==> src/rtl/mfp_spi_read_arbiter.sv <==
// Round-robin shared SPI read master for two requesters; gnt one cycle after accept, rd_valid CS_SETUP+2*N_BITS*CLK_DIV+CLK_DIV cycles after gnt.
// No backpressure: requests arriving while busy are held off (no gnt) and re-evaluated in the next idle cycle.
module mfp_spi_read_arbiter #(
  parameter int CLK_DIV  = 4,
  parameter int N_BITS   = 16,
  parameter int CS_SETUP = 2
) (
  input  logic              SI_ClkIn,
  input  logic              SI_Reset,
  input  logic [1:0]        req,
  output logic [1:0]        gnt,
  output logic [N_BITS-1:0] rd_data,
  output logic [1:0]        rd_valid,
  output logic              busy,
  output logic              SPI_CS,
  output logic              SPI_SCK,
  input  logic              SPI_SDO
);

  localparam int CNT_MAX = (CLK_DIV > CS_SETUP) ? CLK_DIV : CS_SETUP;
  localparam int CNT_W   = $clog2(CNT_MAX + 1);
  localparam int BIT_W   = (N_BITS > 1) ? $clog2(N_BITS) : 1;

  localparam logic [CNT_W-1:0] DIV_LAST   = CNT_W'(CLK_DIV - 1);
  localparam logic [CNT_W-1:0] SETUP_LAST = CNT_W'(CS_SETUP - 1);
  localparam logic [BIT_W-1:0] BIT_LAST   = BIT_W'(N_BITS - 1);

  typedef enum logic [2:0] {
    IDLE,
    SETUP,
    SHIFT,
    HOLD,
    DONE
  } state_t;

  state_t            state;
  logic [CNT_W-1:0]  cnt;
  logic [BIT_W-1:0]  bit_cnt;
  logic [N_BITS-1:0] shreg;
  logic              owner;
  logic              last_srv;
  logic              pick;

  // A lone requester always wins; on a tie the one not served last wins.
  always_comb begin
    pick = 1'b0;
    unique case (req)
      2'b10:   pick = 1'b1;
      2'b11:   pick = ~last_srv;
      default: pick = 1'b0;
    endcase
  end

  always_ff @(posedge SI_ClkIn) begin
    if (SI_Reset) begin
      state    <= IDLE;
      cnt      <= '0;
      bit_cnt  <= '0;
      shreg    <= '0;
      owner    <= 1'b0;
      last_srv <= 1'b1;
      gnt      <= 2'b00;
      rd_valid <= 2'b00;
      rd_data  <= '0;
      busy     <= 1'b0;
      SPI_CS   <= 1'b1;
      SPI_SCK  <= 1'b1;
    end else begin
      gnt      <= 2'b00;
      rd_valid <= 2'b00;
      unique case (state)
        IDLE: begin
          SPI_CS  <= 1'b1;
          SPI_SCK <= 1'b1;
          cnt     <= '0;
          if (req != 2'b00) begin
            state  <= SETUP;
            owner  <= pick;
            gnt    <= pick ? 2'b10 : 2'b01;
            busy   <= 1'b1;
            SPI_CS <= 1'b0;
          end
        end

        SETUP: begin
          if (cnt == SETUP_LAST) begin
            state   <= SHIFT;
            cnt     <= '0;
            bit_cnt <= '0;
            SPI_SCK <= 1'b0;
          end else begin
            cnt <= cnt + 1'b1;
          end
        end

        // SCK itself tells which half of the period is running.
        SHIFT: begin
          if (cnt == DIV_LAST) begin
            cnt <= '0;
            if (!SPI_SCK) begin
              SPI_SCK <= 1'b1;
              shreg   <= N_BITS'({shreg, SPI_SDO});
            end else if (bit_cnt == BIT_LAST) begin
              state <= HOLD;
            end else begin
              bit_cnt <= bit_cnt + 1'b1;
              SPI_SCK <= 1'b0;
            end
          end else begin
            cnt <= cnt + 1'b1;
          end
        end

        HOLD: begin
          if (cnt == DIV_LAST) begin
            state    <= DONE;
            cnt      <= '0;
            SPI_CS   <= 1'b1;
            rd_data  <= shreg;
            rd_valid <= owner ? 2'b10 : 2'b01;
            last_srv <= owner;
          end else begin
            cnt <= cnt + 1'b1;
          end
        end

        DONE: begin
          state <= IDLE;
          busy  <= 1'b0;
        end

        default: state <= IDLE;
      endcase
    end
  end

endmodule

==> config.mk <==
export PLATFORM = sky130hd
export DESIGN_NAME = mfp_spi_read_arbiter
export DESIGN_NICKNAME = d
export VERILOG_FILES = /design/src/rtl/mfp_spi_read_arbiter.sv
export SDC_FILE = /design/constraint.sdc
export NUM_CORES = 1
export LEC_CHECK = 0
export ABC_CLOCK_PERIOD_IN_PS = 4300
export CAP_MARGIN = 20
export CORE_MARGIN = 5
export CORE_UTILIZATION = 50
export CTS_BUF_LIST = sky130_fd_sc_hd__clkbuf_8
export CTS_CLUSTER_DIAMETER = 80
export DETAILED_ROUTE_END_ITERATION = 12
export HOLD_SLACK_MARGIN = 0.02
export PLACE_DENSITY = 0.74
export SYNTH_ARGS = -nofsm -noshare
export SYNTH_HDL_FRONTEND = slang
export SYNTH_SLANG_ARGS = --single-unit
export TNS_END_PERCENT = 30
==> constraint.sdc <==
create_clock -name SI_ClkIn -period 4.3 [get_ports SI_ClkIn]
set_input_delay 0.86 -clock SI_ClkIn [delete_from_list [all_inputs] [get_ports SI_ClkIn]]
set_output_delay 0.86 -clock SI_ClkIn [all_outputs]
set_load 0.02 [all_outputs]
After elaboration in Yosys (flattened, before gate mapping)

Index checks and enable logic that the tools add are counted.

Register bits after elaboration: 51
Output and inout port bits: 23
Word-level logic and storage cells: 82

Add/subtract/negate cells: 2
Eq/ne operators: 16
Muxes and demuxes: 28
Bitwise operators: 6
Reductions and logical operators: 18

Operators by type and width:

| cell                  | count |
|---|---|
| $mux W3               | 8 |
| $mux W4               | 4 |
| $ne A2 B2 Y1 const B  | 7 |
| $pmux W3 S4           | 1 |
| $eq A3 B2 Y1 const B  | 3 |
| $pmux W3 S3           | 1 |
| $pmux W4 S2           | 1 |
| $reduce_and A2 Y1     | 4 |
| $reduce_bool A2 Y1    | 4 |
| $mux W1               | 7 |
| $eq A3 B1 Y1 const B  | 2 |
| $not A1 Y1            | 6 |
| $pmux W1 S2           | 3 |
| $reduce_and A3 Y1     | 2 |
| $reduce_and A6 Y1     | 1 |
| $reduce_bool A3 Y1    | 2 |
| $reduce_or A3 Y1      | 2 |
| $reduce_and A5 Y1     | 1 |
| $add A4 B1 Y4 const B | 1 |
| $eq A2 B2 Y1 const B  | 2 |
| $eq A4 B4 Y1 const B  | 1 |
| $mux W2               | 2 |
| $add A3 B1 Y3 const B | 1 |
| $eq A3 B3 Y1 const B  | 1 |
| 3 further kinds       | 3 |

Depth between registers and ports, before layout

Gate-level depths: netlist of the first run.

Word-level depth: 5
Mapped depth: 8

Least setup slack after synthesis of the first run

Ideal clock, no wire load.

Kind: reg-to-reg
Start: reg cnt[0]
End: reg bit_cnt[0]
Setup time: 0.070 ns
Arrival: 1.755 ns
Required time: 4.230 ns
Path slack: 2.475 ns
Stages on the path, launching flop included: 7
Path buffers: 0
Period minus slack after synthesis: 1.825 ns
Cell sequence: dfxtp_1 > ha_1 > ha_1 > inv_1 > a221o_1 > or4_1 > a21oi_1

Cells in the longest elaborated chain, start to end: 3
Elaborated cells on any way between the ends: 5
Those cells by class: 4 x eq/ne; 1 x reduce/logical

Ends and longest elaborated chain:

| what                                                | RTL line | text |
|---|---|---|
| from (decl)                                         | 37       | `logic [CNT_W-1:0] cnt;` |
| from (signal assigned)                              | 92       | `cnt <= cnt + 1'b1;` |
| from (signal assigned)                              | 110      | `cnt <= cnt + 1'b1;` |
| from (signal assigned)                              | 123      | `cnt <= cnt + 1'b1;` |
| $eq A3 B2 Y1 / $eq A3 B1 Y1 (equally long branches) | 98, 86   |  |
| $ne A2 B2 Y1 (no line)                              | --       |  |
| $reduce_and A5 Y1 (no line) (*)                     | --       |  |
| to (signal assigned)                                | 106      | `bit_cnt <= bit_cnt + 1'b1;` |
| to (decl)                                           | 38       | `logic [BIT_W-1:0] bit_cnt;` |

Every way passes the cells marked *; elsewhere a longest branch is shown, timed or not.
A chain may end at the register's enable or synchronous reset.

Worst setup path after layout of the first run

Start: reg SPI_SCK
End: out SPI_SCK

RTL lines:

| what                   | RTL line | text |
|---|---|---|
| from (decl)            | 16       | `output logic SPI_SCK,` |
| from (signal assigned) | 67       | `SPI_SCK <= 1'b1;` |
| from (signal assigned) | 74       | `SPI_SCK <= 1'b1;` |
| from (signal assigned) | 90       | `SPI_SCK <= 1'b0;` |

No word-level cell between the ends.

==> out/qor.yml, run 1 <==
r2r-start: "cnt[0]"
endpoint_kind: "output port"
maxCapViolations: 0
wl_mm: 3.79
fin_ws_ns: 2.02
crit_type: "flip-flop to output port"
fin_util: 0.604
dr.pass1.iters: 4
crit_arrival_ns: 1.42
ys_warn_count: 0
cp_slowest_cell: "clkdlybuf4s50_1"
status: "completed"
startpoint_type: "flip-flop"
die_h_um: 74.5
rows: 23
power.density_nw_per_um2: 353
die_w_um: 74.5
required_ns: 3.44
drtIter0Drc: 108
fin_cells: 306
crit_start: "SPI_SCK"
final_common_cell: "dfxtp_1"
post-place-ws_ns: 1.86
cp_top_family: "buffers and inverters"
synth_top_family_by_area: "simple AND/OR/NAND/NOR gates"
cts_resized: 0
dp_hpwl_mm: 2.50
grt_max_degree: 48
syn2layout_area_growth_pct: 17.0
place_area_sq_um: 2340
maxSlewHeadroom: 0.511
crit_fanout: 5
rsz0062_at_grt: "false"
layout_common_cells: "51 x dfxtp_1, 44 x nand2_1, 27 x clkdlybuf4s50_1, 25 x nor2_1, 22 x a21oi_1"
power.total_mw: 0.858
ctsHoldBuffers: 0
syn-num-nets: 242
crit_chain: "clkdlybuf4s50_1"
netlist_area_sq_um: 2080
peakVddDrop_mv: 0.225
async_flop_share: 0
die_area_sq_um: 5550
grt-ovfl-total: 0
finalInstanceArea_sq_um: 2430
ys_types: 37
synth_edf_count: 0
skew_ns: 0.00516
yosys-mux-area-fraction: 0.0771
holdWs_ns: 0.457
synth_adder_area_share: 0.0301
antenna_left: 0
remaining_drc_errors: 0
cts.sinks: 51
grtUsageTotal: 0.160
min-delay-start: "rd_data[9]"
port_buffers: 27
cts_tree: "built"
synthCells: 232
setup_tns_ns: 0
antenna_found_initial: 0
synth-xor-area-share: 0
filler_cell_count: 374
grt_pass1_vias: 1501
htreeDepth: 2
clk_path_buf_depth: 2
ys.flop_type: "dfxtp_1"
routedWlPerCell_um: 12.4
vias: 1610
hold_path.class: "flip-flop to flip-flop"
setup_viol: 0
critPathBufInv: 1
core_area_sq_um: 4030
cts_buffers: 5
grt_pass1_wl_mm: 6.86
drive_above_1_share: 0.0547
gp_congestion: 0.812
via_per_inst: 5.26
yosysSeqAreaShare: 0.491
nets: 265
tightest_slew_ns: 0.733
path_clk_slew_ns: 0.09
syn_avg_cell_area_sq_um: 8.96
hold_viol_final: 0
initial_core_util: 0.516
critPathMaxStageDelay_ns: 0.65
clock-root-buffer: "clkbuf_8"
cts_setup_buffers: 0
max_freq_ghz: 0.439
ios: 28
ys_ff_latch: 51
diodes: 0
synthSimpleGateAreaFrac: 0.216
slew_violations: 0
period_share: 0.530
placed_cells: 298
leakage_nw: 0.837
fin_crit_ns: 2.28
clk_latency_ns: 0.30
synth-compound-area-share: 0.123
[metal layers]
layer  global-route usage  wire length (um)  vias to the layer above
met1                0.202              1890                      736
met5                    0                 0                        -
li1                     -                 -                      838
met3               0.0459               169                        6
met4               0.0711                76                        0
met2                0.254              1660                       30
[kinds of logic after synthesis]
| kind of cell | after synthesis |
|---|---|
| AOI/OAI and AO/OA | 41 |
| adders and majority gates | 5 |
| buffers and inverters | 22 |
| DFF | 51 |
| muxes | 16 |
| and+or+nand+nor | 97 |
[path summary, 6_finish.rpt]
path | cells past startpoint | end | slack [ns]
max | 1 | SPI_SCK | 2.02
min | 2 | rd_data[9] | 0.46
max reg2reg | 6 | bit_cnt[0] | 2.28
min reg2reg | 2 | rd_data[9] | 0.46
[state kept, by name, indices dropped and copies added (netlist names), 2 cells and up]
register,flops
bit_cnt,4
cnt,3
gnt,2
rd_data,16
rd_valid,2
shreg,16
state,3
[where the power goes]
part,internal (mW),switching (mW),leakage (nW)
clock network,0.115,0.156,0.0483
logic,0.0394,0.0502,0.376
registers,0.483,0.0148,0.412
total,0.637,0.221,0.837
[Yosys cell counts, types with 2 or more instances]
cell | count | area share
a211oi_1 | 4 | 0.014
a21oi_1 | 22 | 0.053
buf_2 | 3 | 0.0072
buf_6 | 2 | 0.011
clkbuf_1 | 6 | 0.011
clkbuf_8 | 3 | 0.020
dfxtp_1 | 51 | 0.49
ha_1 | 5 | 0.030
inv_1 | 8 | 0.014
mux2i_1 | 16 | 0.077
nand2_1 | 44 | 0.079
nand3_1 | 4 | 0.0096
nor2_1 | 25 | 0.045
nor2b_1 | 2 | 0.0060
nor3_1 | 8 | 0.019
o21ai_0 | 3 | 0.0072
o21ai_1 | 2 | 0.0048
or3_1 | 2 | 0.0060
or3b_1 | 3 | 0.013
or4_1 | 2 | 0.0072
[final cells by class]
type | instances | area, sq um | area share
Tap cell | 50 | 62.6 | 0.0257
Clock buffer | 5 | 68.8 | 0.0283
Inverter | 8 | 30.0 | 0.0123
Multi-Input combinational cell | 159 | 935 | 0.384
Clock inverter | 3 | 18.8 | 0.00772
Timing Repair Buffer | 30 | 297 | 0.122
Sequential cell | 51 | 1020 | 0.420
(Power assumes the default switching activity.)
==> run 2: changes to the inputs <==
- ABC_CLOCK_PERIOD_IN_PS: 4300 -> 2050
- PLACE_DENSITY: 0.74 -> 0.77
- clock period: 4.3 -> 2.05 ns (I/O delays scaled with it)
==> out/qor.yml, run 2 (synthesis gave the netlist of run 1 again) <==
drive_above_1_share: 0.0695  # was 0.0547
clk_path_buf_depth: 2  # unchanged
met1_usage: 0.195  # was 0.202
grt_pass1_vias: 1475  # was 1501
final_common_cell: "dfxtp_1"  # unchanged
nets: 268  # was 265
filler_cell_count: 368  # was 374
dp_hpwl_mm: 2.59  # was 2.50 mm
crit_arrival_ns: 2.14  # was 1.42 ns
crit_chain: "ha_1 > ha_1 > inv_1 > a221o_1 > or4_1 > a21oi_1"  # was clkdlybuf4s50_1
dr.pass1.iters: 4  # unchanged
grt_use_met2: 0.241  # was 0.254
antenna_left: 0  # unchanged
skew_ns: 0.0107  # was 0.00516 ns
clock-root-buffer: "clkbuf_8"  # unchanged
cp_top_family: "compound AO/OA/AOI/OAI gates"  # was buffers and inverters
rsz0062_at_grt: "false"  # unchanged
required_ns: 2.29  # was 3.44 ns
critPathBufInv: 1  # unchanged
via_per_inst: 5.24  # was 5.26
cts.sinks: 51  # unchanged
startpoint_type: "flip-flop"  # unchanged
hold_viol_final: 0  # unchanged
ios: 28  # unchanged
largestRegisters: "rd_data (16), shreg (16), bit_cnt (4)"  # unchanged
crit_type: "flip-flop to flip-flop"  # was flip-flop to output port
cp_common_cell: "ha_1"
drtIter0Drc: 102  # was 108
diodes: 0  # unchanged
antenna_found_initial: 0  # unchanged
ctsHoldBuffers: 0  # unchanged
peakVddDrop_mv: 0.488  # was 0.225 mV
met3_usage: 0.0270  # was 0.0459
die_h_um: 74.5  # unchanged
leakage_nw: 0.861  # was 0.837 nW
crit_fanout: 8  # was 5
max_freq_ghz: 0.528
cp_slowest_cell: "or4_1"  # was clkdlybuf4s50_1
tightest_slew_ns: 0.597  # was 0.733 ns
initial_core_util: 0.516  # unchanged
gp_congestion: 0.858  # was 0.812
die_w_um: 74.5  # unchanged
vias: 1619  # was 1610
htreeDepth: 2  # unchanged
period_share: 0.924
grt-busiest-layer: "met2"  # unchanged
syn2layout_area_growth_pct: 19.4  # was 17.0%
critPathMaxStageDelay_ns: 0.52  # was 0.65 ns
power.density_nw_per_um2: 734  # was 353 nW/um^2
slew_violations: 0  # unchanged
grt-ovfl-total: 0  # unchanged
setup_tns_ns: 0  # unchanged
cts_tree: "built"  # unchanged
maxSlewHeadroom: 0.602  # was 0.511
routedWlPerCell_um: 12.4  # about the same
maxCapViolations: 0  # unchanged
endpoint_kind: "flip-flop"  # was output port
grtUsageTotal: 0.151  # was 0.160
cts_buffers: 5  # unchanged
path_clk_slew_ns: 0.09  # about the same
wl_mm: 3.82  # was 3.79 mm
grt_pass1_wl_mm: 6.53  # was 6.86 mm
die_area_sq_um: 5550  # unchanged
status: "completed"  # unchanged
port_buffers: 27  # unchanged
remaining_drc_errors: 0  # unchanged
holdWs_ns: 0.458  # was 0.457 ns
rows: 23  # unchanged
grt_max_degree: 43  # was 48
clk_latency_ns: 0.31  # was 0.30 ns
hold_path.class: "flip-flop to flip-flop"  # unchanged
layout_common_cells: "49 x dfxtp_1, 44 x nand2_1, 27 x clkdlybuf4s50_1, 25 x nor2_1, 22 x a21oi_1"  # was 51 x dfxtp_1, 44 x nand2_1, 27 x clkdlybuf4s50_1, 25 x nor2_1, 22 x a21oi_1
setup_viol: 0  # unchanged
fin_crit_ns: 1.89
core_area_sq_um: 4030  # unchanged
run 2: changes by cell type in the layout (fill, tap and decap cells not counted), moves of 2 or more:
cell | before | now
buf_12 | 0 | 2
buf_4 | 2 | 4
clkinv_2 | 2 | 0
clkinv_4 | 0 | 2
dfxtp_1 | 51 | 49
dfxtp_2 | 0 | 2
run 2: timing repair:
item                                   in CTS  in global routing
endpoints found under the hold margin       0                  0
setup endpoints to repair                   0                  1
setup buffers                               0                  0
gates resized for setup                     0                  2
run 2: per-layer routing:
metal,up-vias,routed length [um]
met2,43,1710
met1,727,1860
met4,0,89
met3,10,164
met5,-,0
li1,839,-
run 2: through the flow:
| step | power, mW | worst slack (ns) | std cells | cell area (sq um) | utilization |
|---|---|---|---|---|---|
| finish | 1.82 | 0.157 | 309 | 2480 | 0.616 |
| global route | 1.91 | 0.00431 | 309 | 2480 | 0.616 |
| CTS | 1.83 | 0.0663 | 309 | 2480 | 0.615 |
| detailed placement | 1.27 | 0.0768 | 301 | 2390 | 0.593 |
| global placement | 1.26 | 0.139 | 301 | 2390 | 0.593 |
| floorplan | 1.20 | 0.225 | 232 | 2080 | - |
run 2: layout make-up:
class	instances	area, sq um	share of cell area
well taps	50	62.6	0.0252
inverters	8	30.0	0.0121
repair buffers	33	340	0.137
clock inverters	3	21.3	0.00857
clock buffers	5	68.8	0.0277
multi-input cells	159	935	0.377
flip-flops and latches	51	1020	0.413
run 2: worst paths after layout:
| path | startpoint | to | slack, ns | cells after the start |
|---|---|---|---|---|
| worst max-delay path | cnt[0] | bit_cnt[0] | 0.16 | 6 |
| worst min-delay path | rd_data[6] | rd_data[6] | 0.46 | 2 |
| worst max register to register | cnt[0] | bit_cnt[0] | 0.16 | 6 |
| worst min register to register | rd_data[6] | rd_data[6] | 0.46 | 2 |
run 2: power by group:
part	switching (mW)	internal [mW]	total [mW]
Sequential	0.0210	1.01	1.03
Clock	0.338	0.241	0.579
Combinational	0.115	0.0918	0.207
Total	0.475	1.35	1.82
run 2: tightest hold or removal path, cell delays in order (launching register included):
cell	delay, ns
dfxtp_1	0.32
nand2_1	0.05
a21oi_1	0.05
==> run 3: changes to the inputs <==
- GPL_TIMING_DRIVEN: not set -> 0
- MAX_ROUTING_LAYER: not set -> met4
- PLACE_DENSITY: 0.77 -> 0.85
==> out/qor.yml, run 3 (synthesis gave the netlist of run 1 again) <==
status: "completed"  # unchanged
dr.pass1.iters: 6  # was 4
setup_tns_ns: 0  # unchanged
layout_common_cells: "49 x dfxtp_1, 44 x nand2_1, 27 x clkdlybuf4s50_1, 25 x nor2_1, 22 x a21oi_1"  # unchanged
fin_crit_ns: 1.91  # was 1.89 ns
wl_mm: 4.16  # was 3.82 mm
final_common_cell: "dfxtp_1"  # unchanged
slew_violations: 0  # unchanged
cts_tree: "built"  # unchanged
grtUsageTotal: 0.171  # was 0.151
rsz0062_at_grt: "false"  # unchanged
reg2reg_depth: 6  # unchanged
fin_cells: 317  # was 309
crit_type: "flip-flop to flip-flop"  # unchanged
die_h_um: 74.5  # unchanged
clk_latency_ns: 0.30  # was 0.31 ns
placed_cells: 309  # was 301
core_area_sq_um: 4030  # unchanged
m1WireLength_mm: 1.93  # was 1.86 mm
crit_arrival_ns: 2.16  # was 2.14 ns
grt_pass1_vias: 1580  # was 1475
largestRegisters: "rd_data (16), shreg (16), bit_cnt (4)"  # unchanged
drive_above_1_share: 0.0936  # was 0.0695
grt_pass1_wl_mm: 7.12  # was 6.53 mm
maxCapViolations: 0  # unchanged
dp_hpwl_mm: 2.91  # was 2.59 mm
reg2reg_slack_ns: 0.14  # was 0.16 ns
maxSlewHeadroom: 0.589  # was 0.602
vias: 1697  # was 1619
skew_ns: 0.0104  # was 0.0107 ns
wl_met3_um: 209  # was 164 um
power.total_mw: 1.89  # was 1.82 mW
via_per_inst: 5.35  # was 5.24
clk_path_buf_depth: 2  # unchanged
cts_buffers: 5  # unchanged
min-delay-start: "rd_data[12]"  # was rd_data[6]
htreeDepth: 2  # unchanged
hold_path.class: "flip-flop to flip-flop"  # unchanged
antenna_left: 0  # unchanged
crit_chain: "ha_2 > ha_1 > inv_1 > a221o_2 > or4_1 > a21oi_1"  # was ha_1 > ha_1 > inv_1 > a221o_1 > or4_1 > a21oi_1
cts.sinks: 51  # unchanged
gp_congestion: 0.844  # was 0.858
drtIter0Drc: 177  # was 102
period_share: 0.934  # was 0.924
remaining_drc_errors: 0  # unchanged
syn2layout_area_growth_pct: 22.0  # was 19.4%
ios: 28  # unchanged
critPathBufInv: 1  # unchanged
port_buffers: 27  # unchanged
endpoint_kind: "flip-flop"  # unchanged
dr.max_layer_used: "met4"  # unchanged
holdPathStages: 2  # unchanged
hold_viol_final: 0  # unchanged
rows: 23  # unchanged
antenna_found_initial: 0  # unchanged
peakVddDrop_mv: 0.499  # was 0.488 mV
nets: 276  # was 268
critPathMaxStageDelay_ns: 0.52  # about the same
rr_endpoint: "bit_cnt[0]"  # unchanged
path_clk_slew_ns: 0.09  # about the same
cp_top_family: "compound AO/OA/AOI/OAI gates"  # unchanged
initial_core_util: 0.516  # unchanged
die_w_um: 74.5  # unchanged
setup_viol: 0  # unchanged
crit_fanout: 7  # was 8
grt_max_degree: 16  # was 43
filler_cell_count: 338  # was 368
min_to: "rd_data[12]"  # was rd_data[6]
clock-root-buffer: "clkbuf_8"  # unchanged
power.density_nw_per_um2: 747  # was 734 nW/um^2
die_area_sq_um: 5550  # unchanged
required_ns: 2.29  # about the same
cp_slowest_cell: "or4_1"  # unchanged
dr_wl_met2_mm: 1.97  # was 1.71 mm
diodes: 0  # unchanged
max_freq_ghz: 0.522  # was 0.528 GHz
routedWlPerCell_um: 13.1  # was 12.4 um
tightest_slew_ns: 0.613  # was 0.597 ns
startpoint_type: "flip-flop"  # unchanged
grt-ovfl-total: 0  # unchanged
r2r-start: "cnt[0]"  # unchanged
leakage_nw: 0.885  # was 0.861 nW
## run 3: where the power goes
group	total, mW	switching [mW]	internal [mW]
logic	0.227	0.126	0.101
clock network	0.634	0.327	0.307
registers	1.03	0.0195	1.01
## run 3: worst min-delay path: stages (launching register included)
cell and delay, ns:
dfxtp_1 0.32, nand2_1 0.05, a21oi_1 0.05
## run 3: per-layer routing
| layer | global-route usage | vias to the layer above |
|---|---|---|
| met2 | 0.257 | 51 |
| met3 | 0.0338 | 7 |
| met4 | 0.0870 | 0 |
| met5 | - | - |
| met1 | 0.217 | 784 |
| li1 | - | 855 |
## run 3: what timing repair did
action | CTS | global route
endpoints found under the setup margin | 8 | 22
buffers inserted | 0 | 1
endpoints found under the hold margin | 0 | 0
hold buffers | 0 | 0
gates resized for setup | 1 | 6
pin swaps | 0 | 1
## run 3: final cells by class
type / count / area [sq um] / area share
tap: 50 / 62.6 / 0.0247
timing repair buffer: 28 / 278 / 0.110
multi-input combinational: 159 / 936 / 0.369
inverter: 8 / 30.0 / 0.0118
clock inverter: 1 / 7.51 / 0.00296
clock buffer: 7 / 96.3 / 0.0380
buffer: 13 / 98.8 / 0.0390
sequential: 51 / 1030 / 0.405
## run 3: how the worst max path moves through the flow
| stage | from | endpoint | slack [ns] | depth (start not counted) |
|---|---|---|---|---|
| 2_1_floorplan | cnt[0] | bit_cnt[0] | 0.23 | 6 |
| 3_3_place_gp | cnt[0] | rd_data[6] | -0.02 | 8 |
| 3_5_place_dp | cnt[0] | rd_data[7] | -0.06 | 8 |
| 4_1_cts | cnt[0] | bit_cnt[0] | 0.05 | 6 |
| 5_1_grt | cnt[0] | rd_data[2] | 0.005 | 7 |
| 6_report | cnt[0] | bit_cnt[0] | 0.14 | 6 |
## run 3: per-stage QoR
step                hold WS (ns)  cell area (sq um)   util  setup slack [ns]
global placement           0.442               2410  0.598           -0.0178
floorplan                  0.429               2080      -             0.225
CTS                        0.459               2520  0.625            0.0500
global route               0.475               2530  0.629           0.00488
detailed placement         0.446               2410  0.598           -0.0592
finish                     0.456               2530  0.629             0.135
